==> config.mk <==
export PLATFORM = sky130hd
export DESIGN_NAME = morse_rx
export DESIGN_NICKNAME = d
export VERILOG_FILES = /design/src/rtl/morse_rx.sv
export SDC_FILE = /design/constraint.sdc
export NUM_CORES = 1
export LEC_CHECK = 0
export CAP_MARGIN = 20
export CORE_MARGIN = 2
export CORE_UTILIZATION = 50
export CTS_CLUSTER_DIAMETER = 50
export DETAILED_ROUTE_END_ITERATION = 12
export GPL_ROUTABILITY_DRIVEN = 0
export GPL_TIMING_DRIVEN = 0
export PLACE_DENSITY = 0.65
export SETUP_SLACK_MARGIN = 0.3
export SLEW_MARGIN = 20
export SYNTH_ARGS = -nofsm -noshare
export SYNTH_HDL_FRONTEND = slang
export SYNTH_SLANG_ARGS = --single-unit
==> constraint.sdc <==
create_clock -name clk_100Mhz -period 3.2 [get_ports clk_100Mhz]
set_input_delay 0.32 -clock clk_100Mhz [delete_from_list [all_inputs] [get_ports clk_100Mhz]]
set_output_delay 0.32 -clock clk_100Mhz [all_outputs]
set_load 0.1 [all_outputs]
==> src/rtl/morse_rx.sv <==
// Morse receive front end: debounces the key, times marks/spaces in dot units and packs symbols into a 6-bit code.
// Latency: key release to data_valid is DEBOUNCE_CYCLES + 2*UNIT_CYCLES + 2 clocks (+2 with MORSE_RX_SYNC_EN).
// Backpressure: none; every data_valid pulse must be taken by the downstream decoder.
//
// Ports:
//   clk_100Mhz  in   system clock
//   reset       in   asynchronous active-low reset
//   key_in      in   raw morse key, 1 = pressed
//   data_valid  out  one-cycle pulse, char_data/char_index valid
//   char_index  out  1 = first character of a new word
//   char_data   out  leading-1 sentinel followed by symbols (dot=0, dash=1); 6'h00 = error
//
// Build option: define MORSE_RX_SYNC_EN to place a 2-flop synchronizer on key_in.
// Without it key_in is used directly and must be driven synchronously to clk_100Mhz.

module morse_rx #(
   parameter int UNIT_CYCLES     = 6_000_000,
   parameter int DEBOUNCE_CYCLES = 500_000
) (
   input  logic       clk_100Mhz,
   input  logic       reset,
   input  logic       key_in,
   output logic       data_valid,
   output logic       char_index,
   output logic [5:0] char_data
);

   localparam int TW = $clog2(5*UNIT_CYCLES + 1);
   localparam int DW = $clog2(DEBOUNCE_CYCLES + 1);

   localparam logic [TW-1:0] T_DASH  = TW'(2*UNIT_CYCLES);
   localparam logic [TW-1:0] T_SAT   = TW'(5*UNIT_CYCLES);
   localparam logic [DW-1:0] DB_LAST = DW'(DEBOUNCE_CYCLES - 1);

   typedef enum logic [1:0] {
      IDLE  = 2'd0,
      MARK  = 2'd1,
      SPACE = 2'd2,
      GAP   = 2'd3
   } state_t;

   state_t          state, state_nxt;
   logic            key_s;
   logic            key_db, key_db_q;
   logic [DW-1:0]   db_cnt;
   logic [TW-1:0]   tcnt;
   logic [5:0]      code;
   logic [2:0]      sym_cnt;
   logic            ovf;
   logic            word_pend;
   logic            emit;
   logic            take_sym;
   logic            to_idle;
   logic            symbol;

   // ------------------------------------------------------------------
   // Key input conditioning
   // ------------------------------------------------------------------
`ifdef MORSE_RX_SYNC_EN
   logic [1:0] sync_q;

   always_ff @(posedge clk_100Mhz or negedge reset) begin
      if (!reset) begin
         sync_q <= 2'b00;
      end else begin
         sync_q <= {sync_q[0], key_in};
      end
   end

   assign key_s = sync_q[1];
`else
   assign key_s = key_in;
`endif

   // key_db only moves once key_s has disagreed with it for DEBOUNCE_CYCLES
   // consecutive clocks; any agreement in between restarts the count.
   always_ff @(posedge clk_100Mhz or negedge reset) begin
      if (!reset) begin
         key_db   <= 1'b0;
         key_db_q <= 1'b0;
         db_cnt   <= '0;
      end else begin
         key_db_q <= key_db;
         if (key_s == key_db) begin
            db_cnt <= '0;
         end else if (db_cnt == DB_LAST) begin
            key_db <= key_s;
            db_cnt <= '0;
         end else begin
            db_cnt <= db_cnt + DW'(1);
         end
      end
   end

   // ------------------------------------------------------------------
   // Mark/space timer: restarts on every debounced edge, saturates so a
   // long mark or idle period never wraps back into a short one.
   // ------------------------------------------------------------------
   always_ff @(posedge clk_100Mhz or negedge reset) begin
      if (!reset) begin
         tcnt <= '0;
      end else if (key_db ^ key_db_q) begin
         tcnt <= '0;
      end else if (tcnt != T_SAT) begin
         tcnt <= tcnt + TW'(1);
      end
   end

   assign symbol = (tcnt >= T_DASH);

   // ------------------------------------------------------------------
   // FSM
   // ------------------------------------------------------------------
   always_ff @(posedge clk_100Mhz or negedge reset) begin
      if (!reset) begin
         state <= IDLE;
      end else begin
         state <= state_nxt;
      end
   end

   // Presses are tested on the key_db level rather than a one-cycle edge so
   // a press that lands on the SPACE emit cycle is still picked up in GAP on
   // the next cycle.
   always_comb begin
      state_nxt = state;
      emit      = 1'b0;
      take_sym  = 1'b0;
      to_idle   = 1'b0;
      case (state)
         IDLE: begin
            if (key_db) state_nxt = MARK;
         end
         MARK: begin
            if (!key_db) begin
               take_sym  = 1'b1;
               state_nxt = SPACE;
            end
         end
         SPACE: begin
            if (tcnt == T_DASH) begin
               emit      = 1'b1;
               state_nxt = GAP;
            end else if (key_db) begin
               state_nxt = MARK;
            end
         end
         GAP: begin
            if (key_db) begin
               state_nxt = MARK;
            end else if (tcnt == T_SAT) begin
               to_idle   = 1'b1;
               state_nxt = IDLE;
            end
         end
         default: state_nxt = IDLE;
      endcase
   end

   // ------------------------------------------------------------------
   // Character assembly and output register
   // ------------------------------------------------------------------
   always_ff @(posedge clk_100Mhz or negedge reset) begin
      if (!reset) begin
         code       <= 6'b000001;
         sym_cnt    <= 3'd0;
         ovf        <= 1'b0;
         word_pend  <= 1'b1;
         data_valid <= 1'b0;
         char_data  <= 6'h00;
         char_index <= 1'b0;
      end else begin
         data_valid <= emit;
         if (emit) begin
            char_data  <= ovf ? 6'h00 : code;
            char_index <= word_pend;
            word_pend  <= 1'b0;
            code       <= 6'b000001;
            sym_cnt    <= 3'd0;
            ovf        <= 1'b0;
         end else if (take_sym) begin
            // Only five symbols fit behind the sentinel; a sixth poisons
            // the whole character instead of truncating it.
            if (sym_cnt < 3'd5) begin
               code    <= {code[4:0], symbol};
               sym_cnt <= sym_cnt + 3'd1;
            end else begin
               ovf <= 1'b1;
            end
         end
         if (to_idle) begin
            word_pend <= 1'b1;
         end
      end
   end

endmodule
; Yosys cells after proc, flatten, opt, wreduce, memory -nomap -nowiden
; Index checks and enable logic that the tools add are counted.
[totals]
regBits = 67
in_bits = 3
out_inout_bits = 8
wordCells = 68
[op_classes]
add_sub_neg = 3
magnitude_cmp = 2
eq_ne = 11
mux = 29
bitwise_logic = 2
n_reduce_logical = 9
[op_table]
columns = op, n
row1 = two-way mux 25 bit, 2
row2 = two-way mux 19 bit, 2
row3 = "adder 25 x 1 -> 25 bit, second input constant", 1
row4 = "equality test 25 x 24 -> 1 bit, second input constant", 1
row5 = "equality test 25 bit, second input constant", 1
row6 = ">= comparator 25 x 24 -> 1 bit, second input constant", 1
row7 = "!= test 25 bit, second input constant", 1
row8 = two-way mux 6 bit, 4
row9 = "adder 19 x 1 -> 19 bit, second input constant", 1
row10 = "equality test 19 bit, second input constant", 1
row11 = two-way mux 1 bit, 12
row12 = two-way mux 2 bit, 5
row13 = two-way mux 3 bit, 3
row14 = case mux 2 bit (4 select lines), 1
row15 = AND reduction 2 bit, 4
row16 = nonzero test 2 bit, 4
row17 = "equality test 2 bit, second input constant", 2
row18 = "!= test 2 bit, second input constant", 2
row19 = "adder 3 x 1 -> 3 bit, second input constant", 1
row20 = "less-than comparator 3 bit, second input constant", 1
row21 = "!= test 3 bit, second input constant", 1
row22 = "equality test 2 x 1 -> 1 bit, second input constant", 1
row23 = logical NOT 2 bit, 1
row24 = equality test 1 bit, 1
row25 = 2 further kinds, 2

; Longest topological paths before layout
[depth]
depth_word = 5
ltp_mapped = 8
mapped_depth_nobuf = 6

; Worst setup path before layout
; Ideal clock, no wire load.
[synth_path]
kind = register to register
startpoint = register tcnt[0]
endpoint = register state[0]
setup_time_ns = 0.126
arrival_time_ns = 1.737
slack_ns = 1.336
path_stages_with_launch = 7
n_path_buf = 0
period_less_slack_ns = 1.864
cell_sequence = dfrtp_1 -> inv_1 -> ha_1 -> nor4b_1 -> nand4_1 -> or2_1 -> a311o_1
[synth_via]
elab_chain_cells = 3
elab_cells_between_ends = 6
cone_classes = eq/ne (3) / mux (2) / reduce/logical (1)
[synth_lines]
columns = item, line_no
row1 = start: declaration, 46  ; logic [TW-1:0] tcnt;
row2 = start signal: assignment, 105  ; tcnt <= tcnt + TW'(1);
row3 = equality test 25 x 24 -> 1 bit / equality test 25 bit (equally long branches), "141, 151"
row4 = two-way mux 2 bit / != test 3 bit (equally long branches), n/a
row5 = case mux 2 bit (4 select lines) / AND reduction 2 bit (equally long branches), n/a
row6 = end signal: assignment, 118  ; state <= state_nxt;
row7 = end: declaration, 42  ; state_t state, state_nxt;
; Several ways; a longest one is shown, not always the timed one.
; A chain may end at the register's enable or synchronous reset.

; Worst setup path in the final report
; Ends and elaborated chain as after synthesis.

==> results.cfg <==
[outcome]
status = finished clean

[power]
clkPwrFrac_pct = 52.0
vdd_drop_max_v = 0.000287
powerDensity_mw_per_mm2 = 476
switching_share_pct = 19.9
internal-power_mw = 1.48
p_total_mw = 1.85
p_leak_nw = 1.62
pwr-share-seq_pct = 46.2
combPwrFrac_pct = 1.8
switchingPower_mw = 0.368

[cts]
post_cts_resized = 0
cts_hold_buffers = 1
cts_tree = yes
cts_root_buffer = clkbuf_8
numCtsBuffers = 9
postCtsSetupBuffers = 0
clkSinkCount = 67
htreeDepth = 3
worstSkewPairLatency_ns = 0.35
path_clk_slew_ns = 0.07
cts_max_path_buffers = 2

[die]
die_h_um = 86.1
die_area_mm2 = 0.00741
num_rows = 29
start_util_pct = 52.5
num_io_pins = 11
core_mm2 = 0.00642
die_x_um = 86.1

[worst_setup_path]
crit_required_ns = 3.43
path_max_fanout = 6
crit_arrival_ns = 2.44
timing_worst_setup_path_type = flip-flop to flip-flop
end_kind = flip-flop
crit_path_start_kind = flip-flop
reg2reg_slack_ns = 0.99

[sta]
fmax_ghz = 0.453
skew_ns = 0.00690
grt_setup_unrepaired = no
timing.slew.headroom_pct = 35.6
worst_pin_slew_ns = 0.963
slew_violations = 0
finalCriticalPeriod_ns = 2.21
finalSetupViolations = 0
post-route-period-util_pct = 69.0
hold_viol = 0
tns_ns = 0

[hold_path]
hp-class = flip-flop to flip-flop

[logic_synthesis]
synth_cell_type_count = 47
synth-main-ff-cell = dfrtp_1
yosys_warnings = 0
yosys_register_bits = 67
async_flop_share_pct = 100
syn-num-nets = 349
synth_edf_count = 0
ys_seq_area_share_pct = 49.8
synth.avg_cell_area_um2 = 9.86
syn_inst = 342
syn_area_mm2 = 0.00337

[grt]
grt_pass1_vias = 2490
grt_usage_pct = 20.4
antenna_found_initial = 0
overflow = 0
grt_max_degree = 50
grt_pass1_wl_um = 11900

[routing]
wl_per_cell_um = 15.2
drtAntennaViolNets = 0
vias = 2639
drt_iter0_drc = 150
wl_um = 6780
dr.pass1.iters = 4
vias_per_cell = 5.90
drc = 0

[flow_run]
drv_cap = 0

[cells_and_area]
synthToLayoutAreaGrowth_pct = 15.0
fin_nets = 372
finalNonFillerCells = 447
diodes = 0
drive_gt1_share_pct = 9.19

[placed_design]
dpl.cell_count = 430
io_buffers = 10
place_hpwl_um = 4590
sequential cells by signal, summed over array words and instances, names as in the netlist:
register    cells
tcnt           25
db_cnt         19
char_data       6
code            6
sym_cnt         3
state           2
char_index      1
data_valid      1
key_db          1
key_db_q        1
ovf             1
word_pend       1
worst max-delay path: stages (launching register included):
cell	delay, ns
dfrtp_1	0.43
inv_1	0.10
ha_1	0.14
nor4b_1	0.36
nand4_1	0.31
or2_1	0.39
a311o_1	0.36
layer usage:
layer | track usage [%] | wire length, µm | share of wire, %
met1 | 29.5 | 3350 | 49
met2 | 30.3 | 3080 | 45
met3 | 3.56 | 232 | 3.4
met4 | 8.23 | 115 | 1.7
met5 | 0 | 0 | 0
logic make-up (layout without fill, tap and decap cells):
family	Yosys count	count (layout)	share of synthesized area, %
muxes	9	9	2.97
DFF	67	67	49.8
adders and majority gates	4	4	1.48
and+or+nand+nor	157	157	25.6
AOI/OAI and AO/OA	57	57	10.3
buffers and inverters	21	49	2.78
xor gates and xnor gates	27	27	7.02
power groups by stage:
stage	Combinational (mW)	Clock [mW]	Sequential (mW)
after floorplan	0.00834	0	0.869
after global placement	0.0304	0	0.869
after detailed placement	0.0346	0	0.869
after CTS	0.0359	0.974	0.852
after global routing	0.0400	1.01	0.853
final	0.0340	0.959	0.853
path summary, 6_finish.rpt:
path	start	to	depth (start not counted)
worst max-delay path	tcnt[0]$_DFFE_PN0P_	state[0]$_DFFE_PN0P_	6
worst min-delay path	key_db$_DFFE_PN0P_	key_db_q$_DFF_PN0_	0
worst max register to register	tcnt[0]$_DFFE_PN0P_	state[0]$_DFFE_PN0P_	6
worst min register to register	key_db$_DFFE_PN0P_	key_db_q$_DFF_PN0_	0
max in group asynchronous	reset	word_pend$_DFFE_PN1P_	3
min in group asynchronous	reset	tcnt[16]$_DFFE_PN0P_	2
synth_stat cells, types with 9 or more instances:
master / number / area, µm²
xnor2_1: 12 / 105
o31ai_1: 9 / 67.6
o21ai_0: 10 / 50.1
nor4_1: 9 / 56.3
or4_1: 9 / 67.6
nand4_1: 13 / 81.3
dfrtp_1: 65 / 1630
a21oi_1: 23 / 115
nand3_1: 24 / 120
xor2_1: 15 / 131
nand2_1: 26 / 97.6
nor2_1: 29 / 109
layout make-up:
| cell class | count | area, µm² |
|---|---|---|
| Fill cell | 540 | 2550 |
| Sequential cell | 67 | 1680 |
| Buffer | 13 | 63.8 |
| Inverter | 8 | 30.0 |
| Multi-Input combinational cell | 254 | 1600 |
| Clock inverter | 6 | 136 |
| Tap cell | 77 | 96.3 |
| Clock buffer | 10 | 138 |
| Timing Repair Buffer | 12 | 135 |
per-stage QoR:
| stage | instance area, µm² | hold WS [ns] | utilization, % | worst slack, ns |
|---|---|---|---|---|
| final | 3880 | 0.381 | 60.4 | 0.993 |
| after global routing | 3880 | 0.390 | 60.4 | 0.764 |
| after CTS | 3880 | 0.387 | 60.4 | 0.964 |
| after detailed placement | 3590 | 0.220 | 55.9 | 1.00 |
| after global placement | 3570 | 0.362 | 55.5 | -0.440 |
| after floorplan | 3370 | 0.0244 | - | 1.34 |
placed cells by master (no fill, tap or decap), drive strengths merged, types with 4 or more instances in the layout:
| cell | synthesis | routed |
|---|---|---|
| dfrtp | 65 | 65 |
| nor2 | 29 | 29 |
| nand2 | 26 | 26 |
| nand3 | 24 | 24 |
| a21oi | 23 | 23 |
| xor2 | 15 | 15 |
| clkbuf | 5 | 15 |
| nand4 | 13 | 13 |
| xnor2 | 12 | 12 |
| o21ai | 12 | 12 |
| nor4 | 10 | 10 |
| buf | 8 | 10 |
| o31ai | 9 | 9 |
| or4 | 9 | 9 |
| clkdlybuf4s50 | 0 | 9 |
| inv | 8 | 8 |
| mux2 | 8 | 8 |
| or3 | 7 | 7 |
| nor3 | 7 | 7 |
| nor2b | 7 | 7 |
| nor4b | 4 | 4 |
| and3 | 4 | 4 |
| and4 | 4 | 4 |
| ha | 4 | 4 |
| bufinv | 0 | 4 |
| or2 | 4 | 4 |
No activity file was read; power rests on OpenSTA's default activity.
